$ cat config.mk
export PLATFORM = sky130hd
export DESIGN_NAME = step_coil_stage
export DESIGN_NICKNAME = d
export VERILOG_FILES = /design/src/rtl/floppy_pkg.sv /design/src/rtl/step_hold_pwm.sv /design/src/rtl/step_coil_stage.sv
export SDC_FILE = /design/constraint.sdc
export NUM_CORES = 1
export LEC_CHECK = 0
export ABC_AREA = 1
export BUFFER_PORTS_ARGS = -buffer_cell sky130_fd_sc_hd__buf_2
export CAP_MARGIN = 0
export CORE_MARGIN = 2
export CORE_UTILIZATION = 63
export DETAILED_ROUTE_END_ITERATION = 10
export GPL_TIMING_DRIVEN = 0
export PLACE_DENSITY = 0.93
export RECOVER_POWER = 25
export SLEW_MARGIN = 0
export SYNTH_ARGS = -nofsm -noshare
export SYNTH_HDL_FRONTEND = slang
export SYNTH_SLANG_ARGS = --single-unit
$ cat constraint.sdc
create_clock -name clk -period 3.2 [get_ports clk]
set_input_delay 0.16 -clock clk [delete_from_list [all_inputs] [get_ports clk]]
set_output_delay 0.16 -clock clk [all_outputs]
set_load 0.02 [all_outputs]
$ cat src/rtl/floppy_pkg.sv
// Shared floppy step-driver definitions: coil phases, coil-stage states, track width.
package floppy_pkg;

  localparam logic [3:0] COIL_PH0 = 4'b0001;
  localparam logic [3:0] COIL_PH1 = 4'b0010;
  localparam logic [3:0] COIL_PH2 = 4'b0100;
  localparam logic [3:0] COIL_PH3 = 4'b1000;

  localparam int TRACK_W = 7;

  typedef enum logic [1:0] {
    OFF   = 2'd0,
    DRIVE = 2'd1,
    HOLD  = 2'd2
  } state_t;

endpackage

$ cat src/rtl/step_hold_pwm.sv
// Hold-current PWM: free-running period counter with synchronous clear and duty compare.
// gate_nxt is the duty decision for the counter value that follows the next clock edge.
module step_hold_pwm #(
  parameter int PERIOD = 100,
  parameter int DUTY   = 30
) (
  input  logic clk,
  input  logic rst,
  input  logic clr,
  output logic gate_nxt
);
  logic [7:0] cnt, cnt_nxt;

  always_comb begin
    cnt_nxt = cnt + 8'd1;
    if (clr || cnt == 8'(PERIOD - 1)) cnt_nxt = '0;
  end

  assign gate_nxt = {1'b0, cnt_nxt} < 9'(DUTY);

  always_ff @(posedge clk) begin
    if (rst) cnt <= '0;
    else     cnt <= cnt_nxt;
  end
endmodule

$ cat src/rtl/step_coil_stage.sv
// Coil gating stage: full drive for a settle window after each phase change, then hold; tracks head.
// Define STEP_HOLD_PWM_EN to PWM the hold current; otherwise HOLD drives the coils continuously.
module step_coil_stage
  import floppy_pkg::*;
#(
  parameter int SETTLE_CYCLES = 20000,
  parameter int PWM_PERIOD    = 100,
  parameter int HOLD_DUTY     = 30,
  parameter int MAX_TRACK     = 83
) (
  input  logic               clk,
  input  logic               rst,
  input  logic               en,
  input  logic [3:0]         coils_in,
  input  logic               track_clr,
  output logic [3:0]         drive,
  output logic [TRACK_W-1:0] track,
  output logic               tr0,
  output logic               holding
);
  localparam int            CW          = $clog2(SETTLE_CYCLES + 1);
  localparam logic [CW-1:0] SETTLE_LOAD = CW'(SETTLE_CYCLES - 1);

  if (PWM_PERIOD < 2 || PWM_PERIOD > 255 || HOLD_DUTY < 0 || HOLD_DUTY > PWM_PERIOD ||
      MAX_TRACK > 127 || SETTLE_CYCLES < 1) begin : g_bad_params
    $error("step_coil_stage: parameter out of range");
  end

  state_t             state, ns;
  logic [3:0]         cur, prev, drv_nxt;
  logic [CW-1:0]      cnt, cnt_nxt;
  logic [TRACK_W-1:0] trk_nxt;
  logic               onehot, chg, fwd, rev, hold_on;

  assign onehot = (cur != 4'b0) && ((cur & (cur - 4'd1)) == 4'b0);
  assign chg    = onehot && (cur != prev);
  assign fwd    = chg && (cur == {prev[2:0], prev[3]});
  assign rev    = chg && (cur == {prev[0], prev[3:1]});

  // Recalibrate wins over any step landing in the same clock.
  always_comb begin
    trk_nxt = track;
    if (track_clr)                                    trk_nxt = '0;
    else if (fwd && track != TRACK_W'(MAX_TRACK))     trk_nxt = track + 1'b1;
    else if (rev && track != '0)                      trk_nxt = track - 1'b1;
  end

  always_comb begin
    ns      = state;
    cnt_nxt = cnt;
    if (!en) begin
      ns      = OFF;
      cnt_nxt = '0;
    end else begin
      case (state)
        OFF: begin
          ns      = DRIVE;
          cnt_nxt = SETTLE_LOAD;
        end
        DRIVE: begin
          if (chg)              cnt_nxt = SETTLE_LOAD;
          else if (cnt == '0)   ns      = HOLD;
          else                  cnt_nxt = cnt - 1'b1;
        end
        HOLD: begin
          if (chg) begin
            ns      = DRIVE;
            cnt_nxt = SETTLE_LOAD;
          end
        end
        default: ns = OFF;
      endcase
    end
  end

`ifdef STEP_HOLD_PWM_EN
  // Counter sits at 0 outside HOLD so each hold window starts at the top of a period.
  step_hold_pwm #(
    .PERIOD (PWM_PERIOD),
    .DUTY   (HOLD_DUTY)
  ) u_pwm (
    .clk      (clk),
    .rst      (rst),
    .clr      (state != HOLD),
    .gate_nxt (hold_on)
  );
`else
  assign hold_on = 1'b1;
`endif

  always_comb begin
    drv_nxt = cur;
    if (ns == OFF || !onehot || (ns == HOLD && !hold_on)) drv_nxt = '0;
  end

  always_ff @(posedge clk) begin
    if (rst) begin
      state <= OFF;
      cur   <= COIL_PH0;
      prev  <= COIL_PH0;
      cnt   <= '0;
      drive <= '0;
      track <= '0;
      tr0   <= 1'b1;
    end else begin
      state <= ns;
      cur   <= coils_in;
      if (chg) prev <= cur;
      cnt   <= cnt_nxt;
      drive <= drv_nxt;
      track <= trk_nxt;
      tr0   <= (trk_nxt == '0);
    end
  end

  assign holding = (state == HOLD);

endmodule

==> results of run 1 <==
[cell usage in the layout, fill, tap and decap left out, types with 5 or more instances in the layout]
| cell type | n |
|---|---|
| inv_1 | 42 |
| inv_2 | 5 |
| xor2_1 | 7 |
| clkbuf_1 | 11 |
| clkbuf_4 | 5 |
| nor3_1 | 6 |
| nand2_2 | 7 |
| o21ai_0 | 16 |
| a21oi_1 | 14 |
| nand2_1 | 103 |
| nor2_1 | 52 |
| dfxtp_1 | 37 |
| nand3_1 | 20 |
| buf_2 | 12 |
[cell families after synthesis]
family,share of synthesized area [%]
AO/OA/AOI/OAI,9.852
XOR/XNOR,3.207
adder cells (fa/ha/maj),2.291
buffers and inverters,9.450
flip-flops,33.91
AND/OR/NAND/NOR,41.29
[per-layer routing]
layer  GRT usage [%]  up-vias  share of wire, %
met5               0        -                 0
met4           9.167        0               1.3
met3           5.766        7               5.5
met2           45.48       74                49
met1           30.96      931                45
li1                -     1129                 -
[worst reg2reg max path, cell delays in order (launching register included)]
cell and delay [ns]:
dfxtp_1 0.44, inv_1 0.13, ha_1 0.22, inv_1 0.05, nor2_1 0.03, nand3_1 0.08, nand3_1 0.16, inv_1 0.09
nand2_1 0.14, nand2_1 0.10, nand2_1 0.05, nand2_1 0.05, nand2_1 0.07, nor2_1 0.10, nor2_1 0.06, nand2_1 0.05
nand2_1 0.04
[worst min path at each step]
stage / start / endpoint / slack (ns) / depth (start not counted)
2_1_floorplan: track_clr / track[6]$_SDFF_PP0_ / 0.24 / 1
3_3_place_gp: coils_in[0] / cur[0]$_SDFF_PP1_ / 0.34 / 2
3_5_place_dp: coils_in[0] / cur[0]$_SDFF_PP1_ / 0.36 / 2
4_1_cts: coils_in[0] / cur[0]$_SDFF_PP1_ / 0.005 / 2
5_1_grt: coils_in[0] / cur[0]$_SDFF_PP1_ / 0.01 / 2
6_report: coils_in[0] / cur[0]$_SDFF_PP1_ / 0.01 / 2
[state kept, by name, indices dropped and copies added, names as in the netlist]
register / flops
drive: 4
tr0: 1
track: 7
cur: 4
cnt: 15
state: 2
prev: 4
[where the power goes]
| part | total, mW | switching [mW] | leakage (nW) | internal, mW |
|---|---|---|---|---|
| Clock | 0.246 | 0.143 | 0.0314 | 0.104 |
| Combinational | 0.230 | 0.149 | 0.905 | 0.0806 |
| Sequential | 0.510 | 0.0248 | 0.303 | 0.485 |
[cell type report]
class,instances,area (sq um)
plain buffers,3,20.02
clock buffers,7,55.05
fillers,317,950.9
inverters,49,186.4
multi-input cells,255,1237
flip-flops and latches,37,740.7
well taps,46,57.56
repair buffers,20,88.84
==> flow_summary_export.csv, run 1 <==
group,metric,value,unit
worst_setup_path,rrSetupSlack,1.22,ns
run,cap_violations,0,
route,num_vias,2141,
sta,setup_viol,0,
worst_setup_path,crit_top_cell,"nand2_1",
sta,skew,0.01529,ns
clock_tree,cts_tree,"built",
floorplanning,die_y,62.89,microns
clock_tree,cts_resized,0,
clock_tree,clk_latency,0.34,ns
clock_tree,path_clk_slew,0.10,ns
yosys,synth_largest_area_cell,"dfxtp_1",
route,ant_nets,0,
worst_setup_path,cp_max_fo,6,
worst_setup_path,cp_top_family,"simple AND/OR/NAND/NOR gates",
route,drt-pass1-iter-count,4,
cells_and_area,final_layout_size_suffix_gt1_share,11.05,%
sta,hold_viol,0,
cells_and_area,diodes,0,
yosys,ys_warn_count,0,
yosys,synth.area.top_cells,"dfxtp_1 (34%), nand2_1 (18%), nor2_1 (8.9%)",
worst_setup_path,cp-endpoint,"tr0$_SDFF_PP1_",
sta,period_share,61.97,%
pwr,vdd_drop_max,0.2970,mV
pwr,power.density,413.0,mW/mm^2
clock_tree,root_buffer,"clkbuf_4",
sta,rsz0062_at_grt,"false",
yosys,syn_nets,356,
floorplanning,die_area,0.003955,sq mm
yosys,synth_cell_types,33,
yosys,ys_seq_area_share,33.91,%
yosys,synth_common_cells,"nand2_1 (103), nor2_1 (52), inv_1 (42), dfxtp_1 (37), nand3_1 (20)",
yosys,synth_ff_type,"dfxtp_1",
clock_tree,cts_buffer_depth,2,
floorplanning,row_count,21,
floorplanning,io_pins,21,
sta,post-route-min-period,1.983,ns
clock_tree,post-cts-setup-buffer-count,0,
worst_setup_path,rr_endpoint,"tr0$_SDFF_PP1_",
placed_design,place_hpwl,3.518,mm
worst_setup_path,path_depth,16,
worst_setup_path,startpoint_type,"register",
worst_setup_path,arrival,2.21,ns
clock_tree,cts_max_level,2,
route,drc_errors,0,
clock_tree,numCtsBuffers,5,
global_route,globalRouteTotalUtil,25.95,%
floorplanning,die_x,62.89,microns
yosys,postSynthCellCount,344,
cells_and_area,fin_cells,417,
global_route,grt_pass1_wl,8.342,mm
pwr,total_power,985.4,uW
route,avgViaCountPerCell,5.134,
sta,worst_slew_pin_slew,0.4057,ns
sta,max_freq,0.5043,GHz
sta,slew_violations,0,
worst_setup_path,worstSetupPathType,"reg -> reg",
global_route,antenna_found_initial,0,
worst_setup_path,cp-startpoint,"track[0]$_SDFF_PP0_",
yosys,yosysMostFrequentCell,"nand2_1",
clock_tree,cts_num_sinks,37,
placed_design,io_buffer_count,20,
worst_setup_path,path_cells,"inv_1 -> ha_1 -> inv_1 -> nor2_1 -> nand3_1 -> nand3_1 -> inv_1 -> nand2_1 -> nand2_1 -> nand2_1 -> nand2_1 -> nand2_1 -> nor2_1 -> nor2_1 -> nand2_1 -> nand2_1",
placed_design,place_inst,410,
worst_setup_path,cp_slowest_stage_delay,0.44,ns
route,wl_per_cell,11.11,microns
worst_setup_path,required,3.43,ns
yosys,synth_edf_count,0,
cells_and_area,syn2layout_area_growth,9.221,%
yosys,syn_area_per_cell,6.351,sq um
yosys,ys_ff_latch,37,
route,drtIter0Drc,200,
cells_and_area,final_area,0.002386,sq mm
route,routed_wl,4.633,mm
pwr,p_leak,1.240,nW
worst_setup_path,cpMaxStageDelayCell,"dfxtp_1",
placed_design,dp_slack,1.248,ns
sta,max_slew_margin,72.95,%
sta,tns,0,ns
worst_setup_path,path_buf_inv,3,
cells_and_area,fin_util,71.50,%
yosys,synthArstFlopShare,0,%
placed_design,placed_area,0.002342,sq mm
yosys,synth_top_area_share,33.91,%
placed_design,gp_congestion,0.9425,
sta,worst_slack,1.217,ns
floorplanning,start_util,65.47,%
worst_hold_path,hold_class,"in -> reg",
worst_setup_path,crit_path_end_kind,"register",
floorplanning,core,0.003337,sq mm
global_route,grt_max_degree,11,
status,outcome,"complete, no violations",
global_route,overflow,0,
worst_setup_path,reg2reg_depth,16,
clock_tree,holdBufCountCts,0,
cells_and_area,nets,383,
worst_setup_path,r2r_start,"track[0]$_SDFF_PP0_",
sta,hold-worst-slack,0.01327,ns
global_route,grt_pass1_vias,2020,
yosys,synth.cell_area,0.002185,sq mm
Note: power is estimated with default switching activity, not from simulation.
==> run 2, diff against run 1 <==
--- a/config.mk
+++ b/config.mk
@@ -9,10 +9,10 @@
 export BUFFER_PORTS_ARGS = -buffer_cell sky130_fd_sc_hd__buf_2
 export CAP_MARGIN = 0
 export CORE_MARGIN = 2
-export CORE_UTILIZATION = 63
+export CORE_UTILIZATION = 53
 export DETAILED_ROUTE_END_ITERATION = 10
 export GPL_TIMING_DRIVEN = 0
-export PLACE_DENSITY = 0.93
+export PLACE_DENSITY = 0.84
 export RECOVER_POWER = 25
 export SLEW_MARGIN = 0
 export SYNTH_ARGS = -nofsm -noshare
==> constraint.sdc (replaced) <==
create_clock -name clk -period 1.7 [get_ports clk]
set_input_delay 0.085 -clock clk [delete_from_list [all_inputs] [get_ports clk]]
set_output_delay 0.085 -clock clk [all_outputs]
set_load 0.02 [all_outputs]
==> run 2 against run 1 <==
The flow now finishes with violations (setup timing). Flip-flop and latch count is the same. Non-clock buffer count grew 28. Register-to-register slack lost 1.3 ns. Sequential power grew 89%. Design area grew 22%. Clock power grew 140%. Clock-buffer cell count grew 1. Power grew 120%. Setup slack lost 1.3 ns. Combinational power grew to 2.6 times the previous value. Largest cell class unchanged.
==> flow_summary_export.csv, run 2 (synthesis results as in run 1) <==
group,metric,value,unit
floorplanning,die_x,68.20,microns
clock_tree,cts_num_sinks,37,
pwr,total_power,2.156,mW
placed_design,place_inst,414,
floorplanning,die_area,0.004651,sq mm
route,num_vias,2434,
cells_and_area,syn2layout_area_growth,33.56,%
global_route,antenna_found_initial,0,
placed_design,place_hpwl,3.498,mm
route,drtIter0Drc,195,
sta,skew,0.01323,ns
route,met3_length,340,microns
cells_and_area,final_cell_mix,"nand2_1 (88), nor2_1 (40), inv_1 (34)",
sta,worst_slew_pin_slew,0.4235,ns
status,outcome,"finished, violations left",
cells_and_area,final_common_cell,"nand2_1",
route,wl_met1,2.428,mm
sta,worst_slack,-0.08358,ns
placed_design,gp_congestion,0.9066,
clock_tree,cts_tree,"built",
clock_tree,clk_latency,0.29,ns
cells_and_area,fin_cells,450,
status,violations,"setup timing",
floorplanning,core,0.003971,sq mm
route,wl_met2,3.201,mm
worst_setup_path,arrival,1.97,ns
clock_tree,root_buffer,"clkbuf_8",
placed_design,io_buffer_count,20,
run,cap_violations,0,
sta,max_slew_margin,71.77,%
cells_and_area,final_layout_size_suffix_gt1_share,31.25,%
route,drc_errors,0,
sta,max_freq,0.5607,GHz
worst_setup_path,reg2reg_depth,12,
route,avgViaCountPerCell,5.409,
pwr,vdd_drop_max,0.6951,mV
cells_and_area,fill_cells,298,
global_route,overflow,0,
cells_and_area,largest_register,"cnt",
cells_and_area,diodes,0,
floorplanning,start_util,55.01,%
worst_setup_path,cp_max_fo,5,
cells_and_area,fin_util,73.47,%
worst_setup_path,required,1.88,ns
route,drt-pass1-iter-count,5,
sta,slew_violations,0,
sta,tns,-0.1908,ns
worst_setup_path,crit_path_end_kind,"register",
clock_tree,path_clk_slew,0.08,ns
sta,hold_viol,0,
cells_and_area,reg_top3,"cnt x15, track x7",
sta,rsz0062_at_grt,"true",
global_route,grt_max_degree,11,
floorplanning,die_y,68.20,microns
clock_tree,cts_max_level,2,
global_route,grt_pass1_wl,8.493,mm
route,top_layer,"met4",
global_route,grt_pass1_vias,2033,
worst_hold_path,hold_class,"in -> reg",
global_route,globalRouteTotalUtil,24.78,%
worst_hold_path,worstHoldPathCells,2,
floorplanning,io_pins,21,
cells_and_area,nets,411,
sta,period_share,104.9,%
worst_setup_path,worstSetupPathType,"reg -> reg",
route,ant_nets,0,
worst_setup_path,startpoint_type,"register",
clock_tree,cts_buffer_depth,2,
pwr,p_leak,1.461,nW
cells_and_area,largest_register_ffs,15,
sta,post-route-min-period,1.784,ns
pwr,power.density,738.9,mW/mm^2
clock_tree,numCtsBuffers,5,
route,wl_per_cell,13.83,microns
floorplanning,row_count,23,
sta,setup_viol,3,
route,routed_wl,6.223,mm
-- run 2: cell count changes in the layout (fill, tap and decap cells not counted), moves of 6 or more --
cell	before	now
nor2_4	3	9
dfxtp_1	37	26
nand2_2	7	16
nor2_1	52	40
dfxtp_4	0	6
buf_4	0	22
nand2_1	103	88
inv_1	42	34
nor2_2	0	6
-- run 2: cell type report --
class / count / area, sq um / area share (%)
buffer: 3 / 26.28 / 0.9005
clock buffer: 8 / 80.08 / 2.744
inverter: 49 / 210.2 / 7.204
multi-input combinational: 255 / 1434 / 49.14
sequential: 37 / 769.5 / 26.37
tap: 50 / 62.56 / 2.144
timing repair buffer: 48 / 335.3 / 11.49
-- run 2: through the flow --
| step | area [sq um] | worst slack, ns | hold WS, ns |
|---|---|---|---|
| after global placement | 2350 | -0.2118 | 0.2687 |
| after floorplan | 2187 | 0.008561 | 0.1631 |
| final | 2918 | -0.08358 | 0.03265 |
| after global routing | 2918 | -0.2096 | 0.03438 |
| after CTS | 2626 | 0.0005183 | 0.006586 |
| after detailed placement | 2350 | -0.2426 | 0.2774 |
-- run 2: worst paths after layout --
path,slack [ns],to,start
worst max-delay path,-0.08,cnt[12]$_SDFFE_PP0P_,cnt[7]$_SDFFE_PP0P_
worst min-delay path,0.03,cur[0]$_SDFF_PP1_,rst
worst max register to register,-0.08,cnt[12]$_SDFFE_PP0P_,cnt[7]$_SDFFE_PP0P_
worst min register to register,0.50,cnt[8]$_SDFFE_PP0P_,cnt[8]$_SDFFE_PP0P_
-- run 2: critical path, stage by stage (launching register included) --
cell,delay [ns]
dfxtp_1,0.35
nor2_2,0.19
nand2_2,0.10
nor2_4,0.11
nand3b_1,0.11
nand2_2,0.09
nand3_4,0.10
nand2_8,0.11
inv_8,0.05
buf_8,0.13
nand4_1,0.10
xor2_1,0.16
nor2_1,0.06
-- run 2: where the power goes --
group	total (mW)	internal, mW	switching (mW)	leakage (nW)
combinational	0.594	0.230	0.364	1.11
sequential	0.965	0.912	0.0533	0.308
clock	0.597	0.292	0.305	0.0395
total	2.16	1.43	0.723	1.46
-- run 2: repair_timing --
action,CTS,global route
setup endpoints to repair,16,18
pin swaps,9,34
endpoints found under the hold margin,4,0
gates cloned,0,1
gates resized for setup,31,59
setup buffers,10,13
hold buffers,4,0
-- run 2: metal layers --
metal | GRT usage (%) | vias up
met3 | 5.921 | 35
met5 | 0 | -
li1 | - | 1198
met2 | 45.39 | 108
met1 | 26.19 | 1093
met4 | 12.50 | 0
==> run 3, diff against run 2 <==
--- a/config.mk
+++ b/config.mk
@@ -10,6 +10,7 @@
 export CAP_MARGIN = 0
 export CORE_MARGIN = 2
 export CORE_UTILIZATION = 53
+export CTS_BUF_LIST = sky130_fd_sc_hd__clkbuf_16
 export DETAILED_ROUTE_END_ITERATION = 10
 export GPL_TIMING_DRIVEN = 0
 export PLACE_DENSITY = 0.84
==> run 3 against run 2 <==
Largest power group unchanged. Maximum frequency up 0.84%. First-iteration DRC count up 22%. Setup slack better by 0.015 ns. Die area unchanged. Sequential power about the same. Register-to-register slack about the same. Wire length down 0.96%. Final cell count up 0.22%. The run still ends with setup timing left.
==> flow_summary_export.csv, run 3 (synthesis results as in run 1) <==
group,metric,value,unit
worst_setup_path,reg2reg_depth,11,
worst_setup_path,cp_top_family,"simple AND/OR/NAND/NOR gates",
worst_setup_path,r2r_start,"track[1]$_SDFF_PP0_",
worst_setup_path,crit_top_cell,"nand2_1",
cells_and_area,syn2layout_area_growth,34.59,%
cells_and_area,fin_cells,451,
cells_and_area,final_cell_mix,"nand2_1 (88), nor2_1 (41), inv_1 (36)",
sta,worst_slack,-0.06877,ns
cells_and_area,final_area,0.002940,sq mm
sta,hold_viol,0,
global_route,globalRouteTotalUtil,24.20,%
global_route,grt_pass1_vias,2017,
run,cap_violations,0,
route,drc_errors,0,
placed_design,io_buffer_count,20,
cells_and_area,final_layout_size_suffix_gt1_share,32.67,%
route,ant_nets,0,
floorplanning,die_x,68.20,microns
clock_tree,cts_buffer_depth,2,
cells_and_area,fin_util,74.04,%
worst_setup_path,arrival,1.99,ns
cells_and_area,reg_top3,"cnt x15, track x7",
cells_and_area,diodes,0,
placed_design,dp_slack,-0.2426,ns
floorplanning,core,0.003971,sq mm
global_route,overflow,0,
worst_setup_path,cpMaxStageDelayCell,"dfxtp_4",
sta,setup_viol,4,
sta,post-route-min-period,1.769,ns
worst_setup_path,path_buf_inv,1,
placed_design,gp_congestion,0.9066,
pwr,p_leak,1.487,nW
worst_setup_path,path_cells,"buf_4 -> ha_2 -> nand2_1 -> nor3_1 -> xor2_1 -> nand2_1 -> nand2_2 -> nor2_4 -> nor2_4 -> nand2_1 -> nand2_1",
worst_setup_path,crit_path_end_kind,"register",
floorplanning,die_area,0.004651,sq mm
worst_setup_path,required,1.92,ns
sta,slew_violations,0,
global_route,grt_pass1_wl,8.307,mm
worst_hold_path,hold_class,"in -> reg",
pwr,power.density,821.1,mW/mm^2
clock_tree,numCtsBuffers,5,
route,drtIter0Drc,237,
pwr,total_power,2.414,mW
cells_and_area,largest_register_ffs,15,
sta,rsz0062_at_grt,"true",
route,num_vias,2425,
worst_setup_path,cp_max_fo,5,
clock_tree,root_buffer,"clkbuf_16",
cells_and_area,final_common_cell,"nand2_1",
worst_hold_path,worstHoldPathCells,3,
floorplanning,die_y,68.20,microns
worst_setup_path,worstSetupPathType,"reg -> reg",
route,drt-pass1-iter-count,5,
clock_tree,cts_tree,"built",
cells_and_area,largest_register,"cnt",
floorplanning,start_util,55.01,%
pwr,vdd_drop_max,0.5677,mV
status,violations,"setup timing",
floorplanning,io_pins,21,
status,outcome,"finished, violations left",
route,routed_wl,6.163,mm
worst_hold_path,hold_start,"coils_in[3]",
global_route,antenna_found_initial,0,
clock_tree,path_clk_slew,0.05,ns
placed_design,placed_area,0.002350,sq mm
clock_tree,clk_latency,0.28,ns
placed_design,place_hpwl,3.498,mm
worst_setup_path,startpoint_type,"register",
cells_and_area,nets,412,
route,wl_per_cell,13.67,microns
worst_setup_path,rr_endpoint,"tr0$_SDFF_PP1_",
sta,period_share,104.0,%
worst_hold_path,whs_endpoint,"cur[3]$_SDFF_PP0_",
worst_setup_path,rrSetupSlack,-0.07,ns
floorplanning,row_count,23,
sta,max_freq,0.5654,GHz
clock_tree,cts_num_sinks,37,
route,avgViaCountPerCell,5.377,
global_route,grt_max_degree,11,
sta,skew,0.005027,ns
sta,max_slew_margin,71.20,%
placed_design,place_inst,414,
clock_tree,cts_max_level,2,
worst_setup_path,cp_slowest_stage_delay,0.38,ns
sta,worst_slew_pin_slew,0.4321,ns
[run 3: cell types whose count changed in the layout (fill, tap and decap cells not counted), sizes merged]
cell,before,now
dlygate4sd3,4,1
clkbuf,16,12
inv,48,51
buf,39,44
[run 3: how the worst max path moves through the flow]
| stage | start | to | slack (ns) | cells after the start |
|---|---|---|---|---|
| global route | cur[3]$_SDFF_PP0_ | tr0$_SDFF_PP1_ | -0.19 | 15 |
| detailed placement | cnt[0]$_SDFFE_PP0P_ | cnt[12]$_SDFFE_PP0P_ | -0.24 | 13 |
| global placement | cnt[0]$_SDFFE_PP0P_ | cnt[12]$_SDFFE_PP0P_ | -0.21 | 13 |
| finish | track[1]$_SDFF_PP0_ | tr0$_SDFF_PP1_ | -0.07 | 11 |
| floorplan | cnt[0]$_SDFFE_PP0P_ | cnt[12]$_SDFFE_PP0P_ | 0.009 | 13 |
| CTS | cur[2]$_SDFF_PP0_ | cnt[12]$_SDFFE_PP0P_ | 0.002 | 13 |
[run 3: report_power, final]
part	switching [mW]	total [mW]	leakage [nW]	internal, mW
sequential	0.0545	0.968	0.308	0.914
clock	0.335	0.862	0.0776	0.527
combinational	0.356	0.584	1.10	0.228
total	0.746	2.41	1.49	1.67
[run 3: routing by layer]
layer | GRT usage, % | wire (microns)
met5 | 0 | 0
met2 | 43.45 | 3213
met4 | 12.75 | 206
met3 | 5.592 | 358
met1 | 26.19 | 2385
[run 3: repair_timing]
action / CTS / global route
setup buffers: 11 / 17
hold endpoints to repair: 1 / 0
pin swaps: 11 / 35
endpoints found under the setup margin: 17 / 18
gates cloned: 0 / 1
hold buffers: 1 / 0
gates resized for setup: 31 / 57
[run 3: area by class of cell]
class	instances	area (sq um)
Clock inverter	3	11.26
Timing Repair Buffer	49	311.5
Sequential cell	37	770.7
Buffer	3	22.52
Tap cell	50	62.56
Multi-Input combinational cell	255	1426
Clock buffer	5	125.1
Fill cell	291	1031
Inverter	49	210.2
[run 3: worst register-to-register path, cell delays in order, from the launching register on]
cell	delay, ns
dfxtp_4	0.38
buf_4	0.11
ha_2	0.18
nand2_1	0.08
nor3_1	0.30
xor2_1	0.21
nand2_1	0.09
nand2_2	0.10
nor2_4	0.05
nor2_4	0.10
nand2_1	0.06
nand2_1	0.05
[run 3: per-stage QoR]
stage | TNS (ns) | hold WS, ns
after floorplan | 0 | 0.1631
after global placement | -1.616 | 0.2687
after detailed placement | -2.303 | 0.2774
after CTS | 0 | 0.0002526
after global routing | -1.036 | 0.01754
final | -0.1858 | 0.003043
